<file path="config.mk">
export PLATFORM = sky130hd
export DESIGN_NAME = sata_link_tx_framer
export DESIGN_NICKNAME = d
export VERILOG_FILES = /design/src/rtl/sata_link_tx_framer.sv
export SDC_FILE = /design/constraint.sdc
export NUM_CORES = 1
export LEC_CHECK = 0
export ABC_AREA = 1
export BUFFER_PORTS_ARGS = -buffer_cell sky130_fd_sc_hd__buf_2
export CAP_MARGIN = 20
export CORE_ASPECT_RATIO = 1.5
export CORE_MARGIN = 2
export CORE_UTILIZATION = 40
export DETAILED_ROUTE_END_ITERATION = 7
export HOLD_SLACK_MARGIN = 0.03
export PLACE_DENSITY = 0.74
export SYNTH_ARGS = -nofsm -noshare
export SYNTH_HDL_FRONTEND = slang
export SYNTH_SLANG_ARGS = --single-unit
</file>
<file path="constraint.sdc">
create_clock -name clk -period 1.25 [get_ports clk]
set_clock_uncertainty 0.15 [all_clocks]
set_input_delay 0.125 -clock clk [delete_from_list [all_inputs] [get_ports clk]]
set_output_delay 0.125 -clock clk [all_outputs]
set_load 0.02 [all_outputs]
</file>
<file path="src/rtl/sata_link_tx_framer.sv">
// SATA link-layer transmit framer: X_RDY/SOF handshake, data with HOLD/HOLDA flow control, EOF/WTRM status.
// Define SATA_LINK_TX_FRAMER_TIMEOUT_EN to bound the WTRM wait by WTRM_TIMEOUT cycles.
//
// state | meaning
// IDLE  | send SYNC, wait for phy_rdy and a queued frame
// XRDY  | send X_RDY until the far end answers R_RDY
// SOF   | send SOF for one cycle
// DATA  | pop and send frame dwords
// HOLD  | FIFO starved, send HOLD
// HOLDA | far end holding, send HOLDA
// EOF   | send EOF for one cycle
// WTRM  | send WTRM until R_OK / R_ERR / SYNC
// DRAIN | aborted frame, discard dwords up to eop while sending SYNC
module sata_link_tx_framer #(
  parameter int WTRM_TIMEOUT = 65535
) (
  input  logic        clk,
  input  logic        reset,
  input  logic [31:0] fifo_data,
  input  logic        fifo_eop,
  output logic        fifo_rdreq,
  input  logic        fifo_empty,
  input  logic        fifo_almostempty,
  input  logic        phy_rdy,
  input  logic        rx_r_rdy,
  input  logic        rx_r_ok,
  input  logic        rx_r_err,
  input  logic        rx_hold,
  input  logic        rx_sync,
  output logic [31:0] link_dat,
  output logic        link_isk,
  output logic        tx_busy,
  output logic        tx_ok,
  output logic        tx_err
);

  localparam logic [31:0] P_SYNC  = 32'hB5B5_957C;
  localparam logic [31:0] P_X_RDY = 32'h5757_B57C;
  localparam logic [31:0] P_SOF   = 32'h3737_B57C;
  localparam logic [31:0] P_EOF   = 32'hD5D5_B57C;
  localparam logic [31:0] P_HOLD  = 32'hD5D5_AA7C;
  localparam logic [31:0] P_HOLDA = 32'h9595_AA7C;
  localparam logic [31:0] P_WTRM  = 32'h5858_B57C;

  if (WTRM_TIMEOUT < 1 || WTRM_TIMEOUT > 65535) begin : g_bad_timeout
    $error("WTRM_TIMEOUT must be within 1..65535");
  end

  typedef enum logic [3:0] {
    S_IDLE, S_XRDY, S_SOF, S_DATA, S_HOLD, S_HOLDA, S_EOF, S_WTRM, S_DRAIN
  } state_t;

  state_t      state;
  state_t      next_state;
  logic [31:0] dat_d;
  logic        isk_d;
  logic        ok_d;
  logic        err_d;
  logic        rdreq;
  logic        abort_link;
  logic        wtrm_timeout;
  logic        unused_almostempty;

  assign unused_almostempty = fifo_almostempty;
  assign abort_link = ~phy_rdy | rx_sync;

  always_comb begin
    next_state = state;
    dat_d      = P_SYNC;
    isk_d      = 1'b1;
    ok_d       = 1'b0;
    err_d      = 1'b0;
    rdreq      = 1'b0;
    case (state)
      S_IDLE: begin
        if (phy_rdy && !fifo_empty) next_state = S_XRDY;
      end
      S_XRDY: begin
        if (abort_link) begin
          err_d      = 1'b1;
          next_state = S_DRAIN;
        end else begin
          dat_d = P_X_RDY;
          if (rx_r_rdy) next_state = S_SOF;
        end
      end
      S_SOF: begin
        if (abort_link) begin
          err_d      = 1'b1;
          next_state = S_DRAIN;
        end else begin
          dat_d      = P_SOF;
          next_state = S_DATA;
        end
      end
      // The three payload states share one decision so every stall cycle emits exactly one HOLD/HOLDA.
      S_DATA, S_HOLD, S_HOLDA: begin
        if (abort_link) begin
          err_d      = 1'b1;
          next_state = S_DRAIN;
        end else if (rx_hold) begin
          dat_d      = P_HOLDA;
          next_state = S_HOLDA;
        end else if (fifo_empty) begin
          dat_d      = P_HOLD;
          next_state = S_HOLD;
        end else begin
          rdreq      = 1'b1;
          dat_d      = fifo_data;
          isk_d      = 1'b0;
          next_state = fifo_eop ? S_EOF : S_DATA;
        end
      end
      S_EOF: begin
        if (!phy_rdy) begin
          err_d      = 1'b1;
          next_state = S_IDLE;
        end else begin
          dat_d      = P_EOF;
          next_state = S_WTRM;
        end
      end
      S_WTRM: begin
        dat_d = P_WTRM;
        if (rx_r_err || rx_sync) begin
          err_d      = 1'b1;
          next_state = S_IDLE;
        end else if (rx_r_ok) begin
          ok_d       = 1'b1;
          next_state = S_IDLE;
        end else if (!phy_rdy || wtrm_timeout) begin
          err_d      = 1'b1;
          next_state = S_IDLE;
        end
      end
      S_DRAIN: begin
        rdreq = ~fifo_empty;
        if (!fifo_empty && fifo_eop) next_state = S_IDLE;
      end
      default: next_state = S_IDLE;
    endcase
  end

  always_ff @(posedge clk) begin
    if (!reset) begin
      state    <= S_IDLE;
      link_dat <= P_SYNC;
      link_isk <= 1'b1;
      tx_ok    <= 1'b0;
      tx_err   <= 1'b0;
    end else begin
      state    <= next_state;
      link_dat <= dat_d;
      link_isk <= isk_d;
      tx_ok    <= ok_d;
      tx_err   <= err_d;
    end
  end

`ifdef SATA_LINK_TX_FRAMER_TIMEOUT_EN
  localparam logic [15:0] WTRM_LAST = 16'(WTRM_TIMEOUT - 1);
  logic [15:0] wtrm_cnt;

  always_ff @(posedge clk) begin
    if (!reset) wtrm_cnt <= '0;
    else if (state != S_WTRM) wtrm_cnt <= '0;
    else wtrm_cnt <= wtrm_cnt + 16'd1;
  end

  assign wtrm_timeout = (state == S_WTRM) && (wtrm_cnt == WTRM_LAST);
`else
  assign wtrm_timeout = 1'b0;
`endif

  // Held in reset the framer must not consume FIFO words it is about to forget.
  assign fifo_rdreq = rdreq & reset;
  assign tx_busy    = (state != S_IDLE);

endmodule
</file>
==> results.tsv <==
metric	value	unit
share of cells above drive strength 1	56.1	%
Pre-antenna DRT Iters	4	
H-tree Lvls	2	
fin. max-slew vios	0	
most frequent CP cell	nand2_1	
via/cell ratio	5.15	
vias in the first global route	1979	
first-pass GRT wire length	9.13	mm
Final Cycle Share	126	%
Worst-Skew Late Latency	300	ps
Yosys reg bits	39	
Mapped Avg Cell Area	7.86	um^2
Mapped Area	0.00160	mm^2
drc violations	0	
Cell variety after synth	23	
# clock sinks	39	
Clk pin slew, worst setup/hold paths	80	ps
CP top delay family	simple AND/OR/NAND/NOR gates	
failing checks	setup timing	
antenna diode count	0	
status	finished, violations left	
GRT Util Overall	26.0	%
Warnings, synthesis	0	
CP max stage delay	400	ps
reg2reg end	state[0]$_SDFFE_PN0P_	
element type at the critical path end	register	
initial core utilization	41.2	%
CP Class	register to register	
Chip Height	81.5	um
Startpoint Class	register	
worst path bufs/invs	2	
Crit path depth	9	
Worst Path Arrival	1660	ps
Worst Max-Slew Pin Slew	293	ps
worst vdd ir	0.000991	V
die width	55.7	um
sequential share of power	43.8	%
pre-CTS WS	-181	ps
Pwr Density	955	mW/mm^2
RSZ-0062 raised after global routing	yes	
P_sw	969	uW
Area growth, synth to finish	99.2	%
# rows	28	
Switching Share	31.8	%
GPL Wtd Cong	0.818	
Reg2Reg Launch Point	state[1]$_SDFFE_PN0P_	
Clk network pwr share	28.9	%
Setup crit start	state[1]$_SDFFE_PN0P_	
number of fill cells in the layout	200	
initial antenna violation count	0	
max-cap violations	0	
Max FO, Critical Path	4	
largest net degree at the start of global routing	16	
sequential area share after synthesis	48.7	%
CTS root buffer	clkbuf_8	
PortBufs	78	
Pint	2080	uW
crit path cell chain	inv_6, buf_6, nor2_4, nand3_1, nand2_2, nor2_2, nand2_1, nand2_1, a21oi_1	
fmax	633	MHz
setup slack after layout	-329	ps
HP Start	reset	
area of the core region	0.00389	mm^2
slowest cell on the critical path	dfxtp_4	
WL/cell	18.1	um
Final nets	396	
CP Capture Point	state[0]$_SDFFE_PN0P_	
DRT Wirelength	7.20	mm
Ports	80	
final hold violation count	0	
Mapped Nets	247	
slew margin rel.	80.4	%
cell leakage power	0.00149	uW
Reg2Reg Setup Slack	-330	ps
Worst EP required	1330	ps
cell count after synthesis	204	
Antenna Nets Post-Route	0	
Core Util, Final	82.1	%
vias after detailed routing	2049	
die area	0.00454	mm^2
# setup viols final	41	
hold path depth	3	
power share of the combinational group	27.3	%
HP Class	input pin to register	
reg2reg path depth	9	
CTS Buf Count	5	
Final Critical Period	1580	ps
CTS max path bufs	2	
Starting DRT DRC Count	114	
HPWL after detailed placement	3.38	mm
grt ovf	0	
TritonCTS clock tree	yes	
## state kept, by name (all words and copies together) (netlist names)
| register | flops |
|---|---|
| state | 4 |
| tx_err | 1 |
| tx_ok | 1 |
| link_dat | 32 |
| link_isk | 1 |
## synthesized netlist by cell type
master	count	area [um^2]
nand2_4	2	22.5
nand2_1	39	146
nand2_2	2	12.5
a21oi_1	15	75.1
a31oi_1	2	12.5
inv_2	10	37.5
a21oi_4	1	16.3
nand3_1	20	100
nand4_1	2	12.5
o2111ai_1	2	17.5
nand3_2	1	10.0
dfxtp_1	39	781
o21ai_0	9	45.0
clkbuf_1	1	3.75
o211ai_1	6	45.0
buf_6	3	33.8
nor2_8	1	20.0
buf_2	1	5.00
nor2_4	2	22.5
nor2_1	28	105
inv_1	13	48.8
nor2_2	4	25.0
nor3_1	1	5.00
## layer usage
layer  wire, um  GRT usage (%)  up-vias
met4        298           12.4        0
met3        418           5.04       22
li1           -              -      967
met1       2540           25.4      959
met2       3940           51.8      101
met5          0              0        -
## area by class of cell
class / instances / area (um^2) / area share (%)
Tap cell: 45 / 56.3 / 1.76
Clock inverter: 1 / 5.00 / 0.157
Clock buffer: 6 / 82.6 / 2.59
Timing Repair Buffer: 147 / 1110 / 34.9
Multi-Input combinational cell: 137 / 1030 / 32.2
Sequential cell: 39 / 796 / 24.9
Inverter: 23 / 109 / 3.41
## worst min path at each step
| stage | to | slack, ps |
|---|---|---|
| 3_3_place_gp | link_dat[28]$_SDFF_PN1_ | 170 |
| 5_1_grt | state[0]$_SDFFE_PN0P_ | 60 |
| 3_5_place_dp | link_dat[5]$_SDFF_PN1_ | 170 |
| 4_1_cts | link_dat[30]$_SDFF_PN0_ | 30 |
| 6_report | state[1]$_SDFFE_PN0P_ | 50 |
| 2_1_floorplan | link_dat[20]$_SDFF_PN1_ | 80 |
## stage by stage
| stage | total power, uW | area [um^2] | std cells | setup TNS, ps | hold slack [ps] |
|---|---|---|---|---|---|
| after floorplan | 1640 | 1630 | 204 | -90.1 | 76.7 |
| after global placement | 1850 | 2190 | 341 | -2400 | 166 |
| after detailed placement | 1860 | 2190 | 341 | -3580 | 166 |
| after CTS | 2910 | 2880 | 391 | -6970 | 33.2 |
| after global routing | 3140 | 3190 | 398 | -9950 | 61.0 |
| final | 3050 | 3190 | 398 | -8100 | 47.9 |
## worst reg2reg max path, delay by kind of cell (launching register included)
kind                   cells  cell delay (ps)
AOI/OAI and AO/OA          1              120
buffers and inverters      2              180
DFF                        1              400
and+or+nand+nor            6              670
## cell usage in the layout, fill, tap and decap left out, types with 2 or more instances in the layout
master	instances
buf_2	77
nor2_1	22
buf_4	20
o21ai_0	3
nor2_4	9
nand3_4	2
o2111ai_4	2
buf_6	13
clkbuf_16	2
nand3_1	8
dfxtp_1	35
inv_2	7
nand2_2	5
a21oi_4	4
nand3_2	11
inv_1	11
dfxtp_4	4
inv_6	2
nand4_1	2
nand2_1	26
inv_4	2
o21ai_2	5
o211ai_1	6
nand2_4	12
nor2_2	3
a21oi_2	4
clkbuf_8	6
a21oi_1	8
dlygate4sd3_1	32
## logic make-up (layout without fill, tap and decap cells)
| kind of cell | Yosys count | after routing | share of synthesized area, % |
|---|---|---|---|
| AO/OA/AOI/OAI | 35 | 35 | 13.2 |
| AND/OR/NAND/NOR | 102 | 102 | 30.1 |
| flip-flops | 39 | 39 | 48.7 |
| buffers and inverters | 28 | 177 | 8.04 |
## power groups by stage
stage | Clock, uW | Combinational [uW] | Sequential [uW]
after floorplan | 0 | 238 | 1400
after global placement | 0 | 500 | 1350
after detailed placement | 0 | 503 | 1350
after CTS | 872 | 708 | 1330
after global routing | 928 | 874 | 1340
final | 881 | 833 | 1330
## what timing repair did
action / 4_1_cts / 5_1_grt
gates resized for setup: 50 / 61
gates cloned: 1 / 2
pin swaps: 13 / 29
hold endpoints to repair: 33 / 0
hold buffers: 32 / 0
setup endpoints to repair: 40 / 40
setup buffers: 10 / 9
No activity file was read; power rests on OpenSTA's default activity.
